`config.mk`:
```
export PLATFORM = sky130hd
export DESIGN_NAME = inst_load_ctrl
export DESIGN_NICKNAME = d
export VERILOG_FILES = /design/src/rtl/inst_load_ctrl.sv
export SDC_FILE = /design/constraint.sdc
export NUM_CORES = 1
export LEC_CHECK = 0
export BUFFER_PORTS_ARGS = -buffer_cell sky130_fd_sc_hd__clkbuf_2
export CAP_MARGIN = 20
export CORE_MARGIN = 1
export CORE_UTILIZATION = 43
export DETAILED_ROUTE_END_ITERATION = 6
export PLACE_DENSITY_LB_ADDON = 0.08
export SYNTH_ARGS = -nofsm -noshare
export SYNTH_HDL_FRONTEND = slang
export SYNTH_SLANG_ARGS = --single-unit
```
`constraint.sdc`:
```
create_clock -name clk -period 1.7 [get_ports clk]
set_input_delay 0.17 -clock clk [delete_from_list [all_inputs] [get_ports clk]]
set_output_delay 0.17 -clock clk [all_outputs]
set_load 0.02 [all_outputs]
```
`src/rtl/inst_load_ctrl.sv`:
```
// Boot-time instruction loader: packs UART bytes MSB-first into words,
// writes them to the instruction BRAM and releases the core on END_WORD.
module inst_load_ctrl #(
    parameter int          INST_SIZE = 10,
    parameter logic [31:0] END_WORD  = 32'h0000_003F,
    parameter int          TIMEOUT   = 100000
) (
    input  logic                 clk,
    input  logic                 rstn,
    input  logic                 start,
    input  logic [7:0]           rx_data,
    input  logic                 rx_valid,
    output logic [INST_SIZE-1:0] mem_addr,
    output logic [31:0]          mem_din,
    output logic                 mem_we,
    output logic [1:0]           mode,
    output logic                 done,
    output logic [INST_SIZE:0]   word_count,
    output logic                 overflow
);

    localparam int CW = INST_SIZE + 1;
    localparam int TW = $clog2(TIMEOUT + 1);
    localparam logic [CW-1:0] MAX_WORDS = {1'b1, {INST_SIZE{1'b0}}};
    localparam logic [TW-1:0] TO_LAST   = TW'(TIMEOUT - 1);

    typedef enum logic [1:0] {
        S_IDLE,
        S_LOAD,
        S_DONE,
        S_ERR
    } state_t;

    state_t               state_q, state_d;
    logic [1:0]           byte_cnt_q, byte_cnt_d;
    logic [23:0]          sh_q, sh_d;
    logic [TW-1:0]        to_q, to_d;
    logic [CW-1:0]        word_count_q, word_count_d;
    logic [INST_SIZE-1:0] mem_addr_q, mem_addr_d;
    logic [31:0]          mem_din_q, mem_din_d;
    logic                 mem_we_q, mem_we_d;
    logic                 overflow_q, overflow_d;
    logic                 term_q, term_d;
    logic [31:0]          word;

    assign word = {sh_q, rx_data};

    always_comb begin
        state_d      = state_q;
        byte_cnt_d   = byte_cnt_q;
        sh_d         = sh_q;
        to_d         = to_q;
        word_count_d = word_count_q;
        mem_addr_d   = mem_addr_q;
        mem_din_d    = mem_din_q;
        mem_we_d     = 1'b0;
        overflow_d   = overflow_q;
        term_d       = 1'b0;
        unique case (state_q)
            S_IDLE, S_DONE, S_ERR: begin
                if (start) begin
                    state_d      = S_LOAD;
                    byte_cnt_d   = '0;
                    sh_d         = '0;
                    to_d         = '0;
                    word_count_d = '0;
                    mem_addr_d   = '0;
                    overflow_d   = 1'b0;
                end
            end
            S_LOAD: begin
                // terminator was written this cycle; hand over to the core
                if (term_q) begin
                    state_d = S_DONE;
                end else if (rx_valid) begin
                    to_d       = '0;
                    byte_cnt_d = byte_cnt_q + 2'd1;
                    sh_d       = {sh_q[15:0], rx_data};
                    if (byte_cnt_q == 2'd3) begin
                        if (word_count_q == MAX_WORDS) begin
                            overflow_d = 1'b1;
                            state_d    = S_ERR;
                        end else begin
                            mem_we_d     = 1'b1;
                            mem_din_d    = word;
                            mem_addr_d   = word_count_q[INST_SIZE-1:0];
                            word_count_d = word_count_q + CW'(1);
                            term_d       = (word == END_WORD);
                        end
                    end
                end else if (byte_cnt_q != 2'd0) begin
                    if (to_q == TO_LAST) begin
                        to_d       = '0;
                        byte_cnt_d = '0;
                        sh_d       = '0;
                    end else begin
                        to_d = to_q + TW'(1);
                    end
                end
            end
        endcase
    end

    always_ff @(posedge clk or negedge rstn) begin
        if (!rstn) begin
            state_q      <= S_IDLE;
            byte_cnt_q   <= '0;
            sh_q         <= '0;
            to_q         <= '0;
            word_count_q <= '0;
            mem_addr_q   <= '0;
            mem_din_q    <= '0;
            mem_we_q     <= 1'b0;
            overflow_q   <= 1'b0;
            term_q       <= 1'b0;
        end else begin
            state_q      <= state_d;
            byte_cnt_q   <= byte_cnt_d;
            sh_q         <= sh_d;
            to_q         <= to_d;
            word_count_q <= word_count_d;
            mem_addr_q   <= mem_addr_d;
            mem_din_q    <= mem_din_d;
            mem_we_q     <= mem_we_d;
            overflow_q   <= overflow_d;
            term_q       <= term_d;
        end
    end

    always_comb begin
        mode = 2'd0;
        unique case (state_q)
            S_LOAD:  mode = 2'd1;
            S_DONE:  mode = 2'd2;
            default: mode = 2'd0;
        endcase
    end

    assign done       = (state_q == S_DONE);
    assign mem_addr   = mem_addr_q;
    assign mem_din    = mem_din_q;
    assign mem_we     = mem_we_q;
    assign word_count = word_count_q;
    assign overflow   = overflow_q;

endmodule

```
After elaboration in Yosys (flattened, before gate mapping) --
Cells that the tools add are included.
Storage, ports and cells: register bits 101, latch bits 0, bits in writable memories 0, bits in read-only memories 0, word-level logic and storage cells 95, memories kept 0
Operators by class: $add $sub $neg 3, multiply operators 0, divide/modulo/power cells 0, magnitude comparators 0, eq/ne operators 18, shifts and indexed selects 0, muxes and demuxes 53, bitwise gates (word level) 2, reductions and logical operators 9
Operators by type and width (count):
- 2-to-1 mux 24 bit | 5
- 2-to-1 mux 17 bit | 5
- 2-to-1 mux 11 bit | 5
- 2-to-1 mux 10 bit | 5
- case mux 24 bit (2 select lines) | 1
- case mux 17 bit (2 select lines) | 1
- == test 32 x 6 -> 1 bit, second input constant | 1
- case mux 11 bit (2 select lines) | 1
- 2-to-1 mux 2 bit | 10
- case mux 10 bit (2 select lines) | 1
- adder 17 x 1 -> 17 bit, second input constant | 1
- == test 17 bit, second input constant | 1
- 2-to-1 mux 1 bit | 15
- != test 3 bit, second input constant | 5
- AND reduction 5 bit | 3
- != test 2 bit, second input constant | 6
- case mux 2 bit (2 select lines) | 3
- adder 11 x 1 -> 11 bit, second input constant | 1
- == test 11 bit, second input constant | 1
- AND reduction 4 bit | 2
- == test 2 bit, second input constant | 3
- AND reduction 3 bit | 1
- OR reduction 3 bit | 1
- adder 2 x 1 -> 2 bit, second input constant | 1
- 5 further kinds | 6

Longest topological paths before layout --
word-level depth 6, mapped depth 9

Least setup slack after synthesis --
OpenSTA, ideal clock, no wires.
kind reg2reg, start point register to_q[0], end point register sh_q[0], setup time 121 ps, data arrival time 1744 ps, required time 1579 ps, path slack -165 ps, cell stages (with the launch flop) 9, buffers on the path 2, clock period less this slack 1865 ps, cells stage by stage dfrtp_1 -> ha_1 -> and4_1 -> and2_1 -> a31oi_4 -> or2_1 -> buf_6 -> buf_6 -> a22o_1
Between the ends: cells in the longest elaborated chain, start to end 3
RTL lines:
- from (decl) | RTL line 37 | logic [TW-1:0] to_q, to_d;
- from (signal assigned) | RTL line 120 | to_q <= to_d;
- == test 17 bit | RTL line 92 | if (to_q == TO_LAST) begin
- != test 3 bit (no source line)
- AND reduction 4 bit (no source line)
- to (signal assigned) | RTL line 108 | sh_q <= '0;
- to (signal assigned) | RTL line 119 | sh_q <= sh_d;
- to (decl) | RTL line 36 | logic [23:0] sh_q, sh_d;
Every way passes these cells. A chain may end at the register's enable or synchronous reset.

Worst setup path in the final report --
start point register state_q[0], end point register sh_q[4]
Between the ends: cells in the longest elaborated chain, start to end 4
RTL lines:
- from (decl) | RTL line 34 | state_t state_q, state_d;
- from (signal assigned) | RTL line 117 | state_q <= state_d;
- == test 2 bit or zero test 2 bit (tied branches) | RTL line 59 | unique case (state_q)
- OR reduction 3 bit | RTL line 59
- != test 2 bit (no source line)
- AND reduction 4 bit (no source line)
Parallel ways exist; a longest one is shown, timed or not.

==> results.json <==
{
  "status": "finished, violations left",
  "violations": "setup timing",
  "ys_seq_elements": 101,
  "grt_max_degree": 45,
  "wire_per_inst_um": 16.3,
  "worstMarginPinSlew_ns": 0.360,
  "cellLeakagePower_uw": 0.00295,
  "nets": 599,
  "h-tree-depth": 3,
  "slew_viol_final": 0,
  "reg2reg_depth": 4,
  "grt_usage": 0.210,
  "dieArea_um2": 10700,
  "yosysUniqueCellTypes": 48,
  "swShare": 0.377,
  "dr_wl_met3_um": 610,
  "worstPathRequired_ns": 1.96,
  "p_int_uw": 4780,
  "drtAntennaViolNets": 0,
  "ys_warn_count": 0,
  "coreArea_um2": 9860,
  "routed-wl-met2_um": 5550,
  "layout-drive-gt1-share": 0.351,
  "numPortBuffers": 69,
  "drtIter0Drc": 211,
  "yosysTopAreaCellShare": 0.570,
  "cts_sinks": 101,
  "worstHoldPathCells": 3,
  "grt_pass1_wl_um": 18100,
  "critical_path.max_fanout": 12,
  "wl_um": 11700,
  "cp.arrival_ns": 2.04,
  "setup_violations": 40,
  "pre_cts_ws_ns": -0.143,
  "rr_endpoint": "sh_q[4]",
  "rows": 36,
  "antenna_cells": 0,
  "seq_area_um2": 2530,
  "crit_type": "flip-flop to flip-flop",
  "max_freq_ghz": 0.561,
  "clkPwrFrac": 0.209,
  "clk_latency_ns": 0.37,
  "combPwrFrac": 0.345,
  "yosys.area.top_type": "dfrtp_1",
  "die_h_um": 104,
  "dieWidth_um": 104,
  "synth.avg_cell_area_um2": 9.96,
  "async_flop_share": 1.00,
  "met1_length_um": 5470,
  "syn_to_final_growth_pct": 36.5,
  "fillCellCount": 839,
  "power_density_nw_per_um2": 1270,
  "start_util": 0.450,
  "highest_layer": "met4",
  "hp-start": "rx_data[1]",
  "r2r_slack_ns": -0.08,
  "reg2reg_from": "state_q[0]",
  "synth-edff-count": 0,
  "post-route-drc-count": 0,
  "ys.flop_type": "dfrtp_1",
  "slew_headroom": 0.759,
  "setup_ws_ns": -0.0816,
  "antenna_found_initial": 0,
  "vias": 3835,
  "cts_buffer_depth": 2,
  "io_pins": 70,
  "path_clk_slew_ns": 0.10,
  "rsz0062_at_grt": "yes",
  "synth_nets": 462,
  "synth_area_um2": 4430,
  "ir_drop_v": 0.000783,
  "grt_pass1_vias": 3620,
  "seqPwrFrac": 0.445,
  "ys_seq_area_frac": 0.570,
  "root_buffer": "clkbuf_8",
  "route.detailed.vias_per_inst": 5.33,
  "cts_buffers": 9,
  "cts_tree": "done",
  "hp-class": "input port to flip-flop",
  "grt_overflow": 0,
  "finClkSkew_ns": 0.0155,
  "place.gp.congestion": 0.912,
  "period_minus_slack_ns": 1.78,
  "netlist_top_cells_area": "dfrtp_1, nand2_1, a22o_1, nand3_1, nand4_1",
  "p_sw_uw": 2890,
  "maxCapViolCount": 0,
  "postSynthCellCount": 445,
  "first_pass_iters": 4,
  "cp-start-kind": "flip-flop",
  "min_period_over_period": 1.05,
  "dp_hpwl_um": 7630,
  "crit_path_end_kind": "flip-flop",
  "multi_input_area_um2": 2000,
  "dp_cells": 688,
  "holdPathEnd": "mem_din[1]",
  "final_cell_count_no_fill": 720,
  "hold_viol_final": 0
}
cell usage after synthesis (4+ instances only):
cell	instances
dfrtp_1	101
buf_2	9
xor2_1	5
and2_1	4
o31ai_1	4
nor4_1	12
nand3_1	20
nand4_1	13
xnor2_1	4
a21oi_1	8
nor2_1	14
nand2_1	134
inv_1	8
a22o_1	25
ha_1	5
clkbuf_1	8
o21ai_0	16
nor3_1	6
cells in the final DEF (no fill, tap or decap), types with 4 or more instances in the layout:
| cell type | n |
|---|---|
| xor2_1 | 5 |
| nor4_1 | 7 |
| inv_1 | 7 |
| buf_12 | 9 |
| clkbuf_8 | 9 |
| o21ai_0 | 13 |
| buf_4 | 59 |
| dfrtp_1 | 99 |
| nor2_1 | 14 |
| clkbuf_2 | 68 |
| xnor2_1 | 4 |
| nand4_1 | 13 |
| buf_6 | 7 |
| a21oi_1 | 5 |
| nand2_1 | 132 |
| nand3_1 | 18 |
| a22o_1 | 25 |
worst max-delay path by stage:
| stage | from | end | slack (ns) | depth (start not counted) |
|---|---|---|---|---|
| after global routing | to_q[1] | to_q[16] | -0.13 | 8 |
| after floorplan | to_q[0] | sh_q[0] | -0.11 | 8 |
| after CTS | state_q[1] | word_count[4] | -0.06 | 6 |
| after detailed placement | state_q[1] | to_q[16] | -0.14 | 5 |
| final | state_q[0] | sh_q[4] | -0.08 | 4 |
| after global placement | state_q[1] | to_q[16] | -0.13 | 5 |
critical path, stage by stage, from the launching register on:
cell and delay (ns):
dfrtp_1 0.43, or3b_4 0.48, a2bb2oi_4 0.23, or2_4 0.35, a22o_1 0.19
cells by family (layout without fill, tap and decap cells):
group,count (synthesis),count (layout),synth area share
adder cells (fa/ha/maj),5,5,0.0141
flip-flops,101,101,0.570
XOR/XNOR,9,9,0.0178
AO/OA/AOI/OAI,68,69,0.118
AND/OR/NAND/NOR,226,228,0.236
buffers and inverters,33,172,0.0381
multiplexers,3,3,0.00677
area by class of cell:
| cell class | instances | share of cell area |
|---|---|---|
| Clock buffer | 10 | 0.0211 |
| Tap cell | 133 | 0.0275 |
| Timing Repair Buffer | 146 | 0.182 |
| Multi-Input combinational cell | 314 | 0.331 |
| Clock inverter | 6 | 0.0128 |
| Inverter | 10 | 0.00744 |
| Sequential cell | 101 | 0.418 |
power by group through the flow:
stage	clock (uW)	sequential, uW	combinational [uW]
2_1_floorplan	0	3920	889
3_3_place_gp	0	3440	2320
3_5_place_dp	0	3450	2350
4_1_cts	1640	3420	2400
5_1_grt	1730	3490	2910
6_report	1610	3420	2650
per-layer routing:
metal	track usage	vias up
li1	-	1828
met1	0.308	1885
met2	0.323	110
met3	0.0415	12
met4	0.0455	0
met5	0	-
through the flow:
stage          TNS, ns  total power [uW]  area, um2  hold slack (ns)   util
2_1_floorplan    -2.27              4810       4450           -0.126      -
3_3_place_gp     -3.34              5750       5400           0.0947  0.547
3_5_place_dp     -4.72              5800       5400           0.0938  0.547
4_1_cts          -1.59              7460       5690           0.0248  0.577
5_1_grt          -5.56              8130       6050           0.0209  0.614
6_report         -1.78              7680       6050           0.0359  0.614
sequential cells by signal, summed over array words and instances (netlist names):
name and count:
overflow 1, state_q 2, word_count 11, sh_q 24
mem_addr 10, mem_din 32, term_q 1, to_q 17
mem_we 1, byte_cnt_q 2
repair_timing:
| item | CTS | global route |
|---|---|---|
| hold buffers | 1 | 0 |
| endpoints found under the hold margin | 20 | 0 |
| resized for setup | 15 | 46 |
| cloned | 0 | 5 |
| endpoints found under the setup margin | 85 | 92 |
| pin swaps | 8 | 24 |
| buffers inserted | 4 | 8 |
Note: power is estimated with default switching activity, not from simulation.
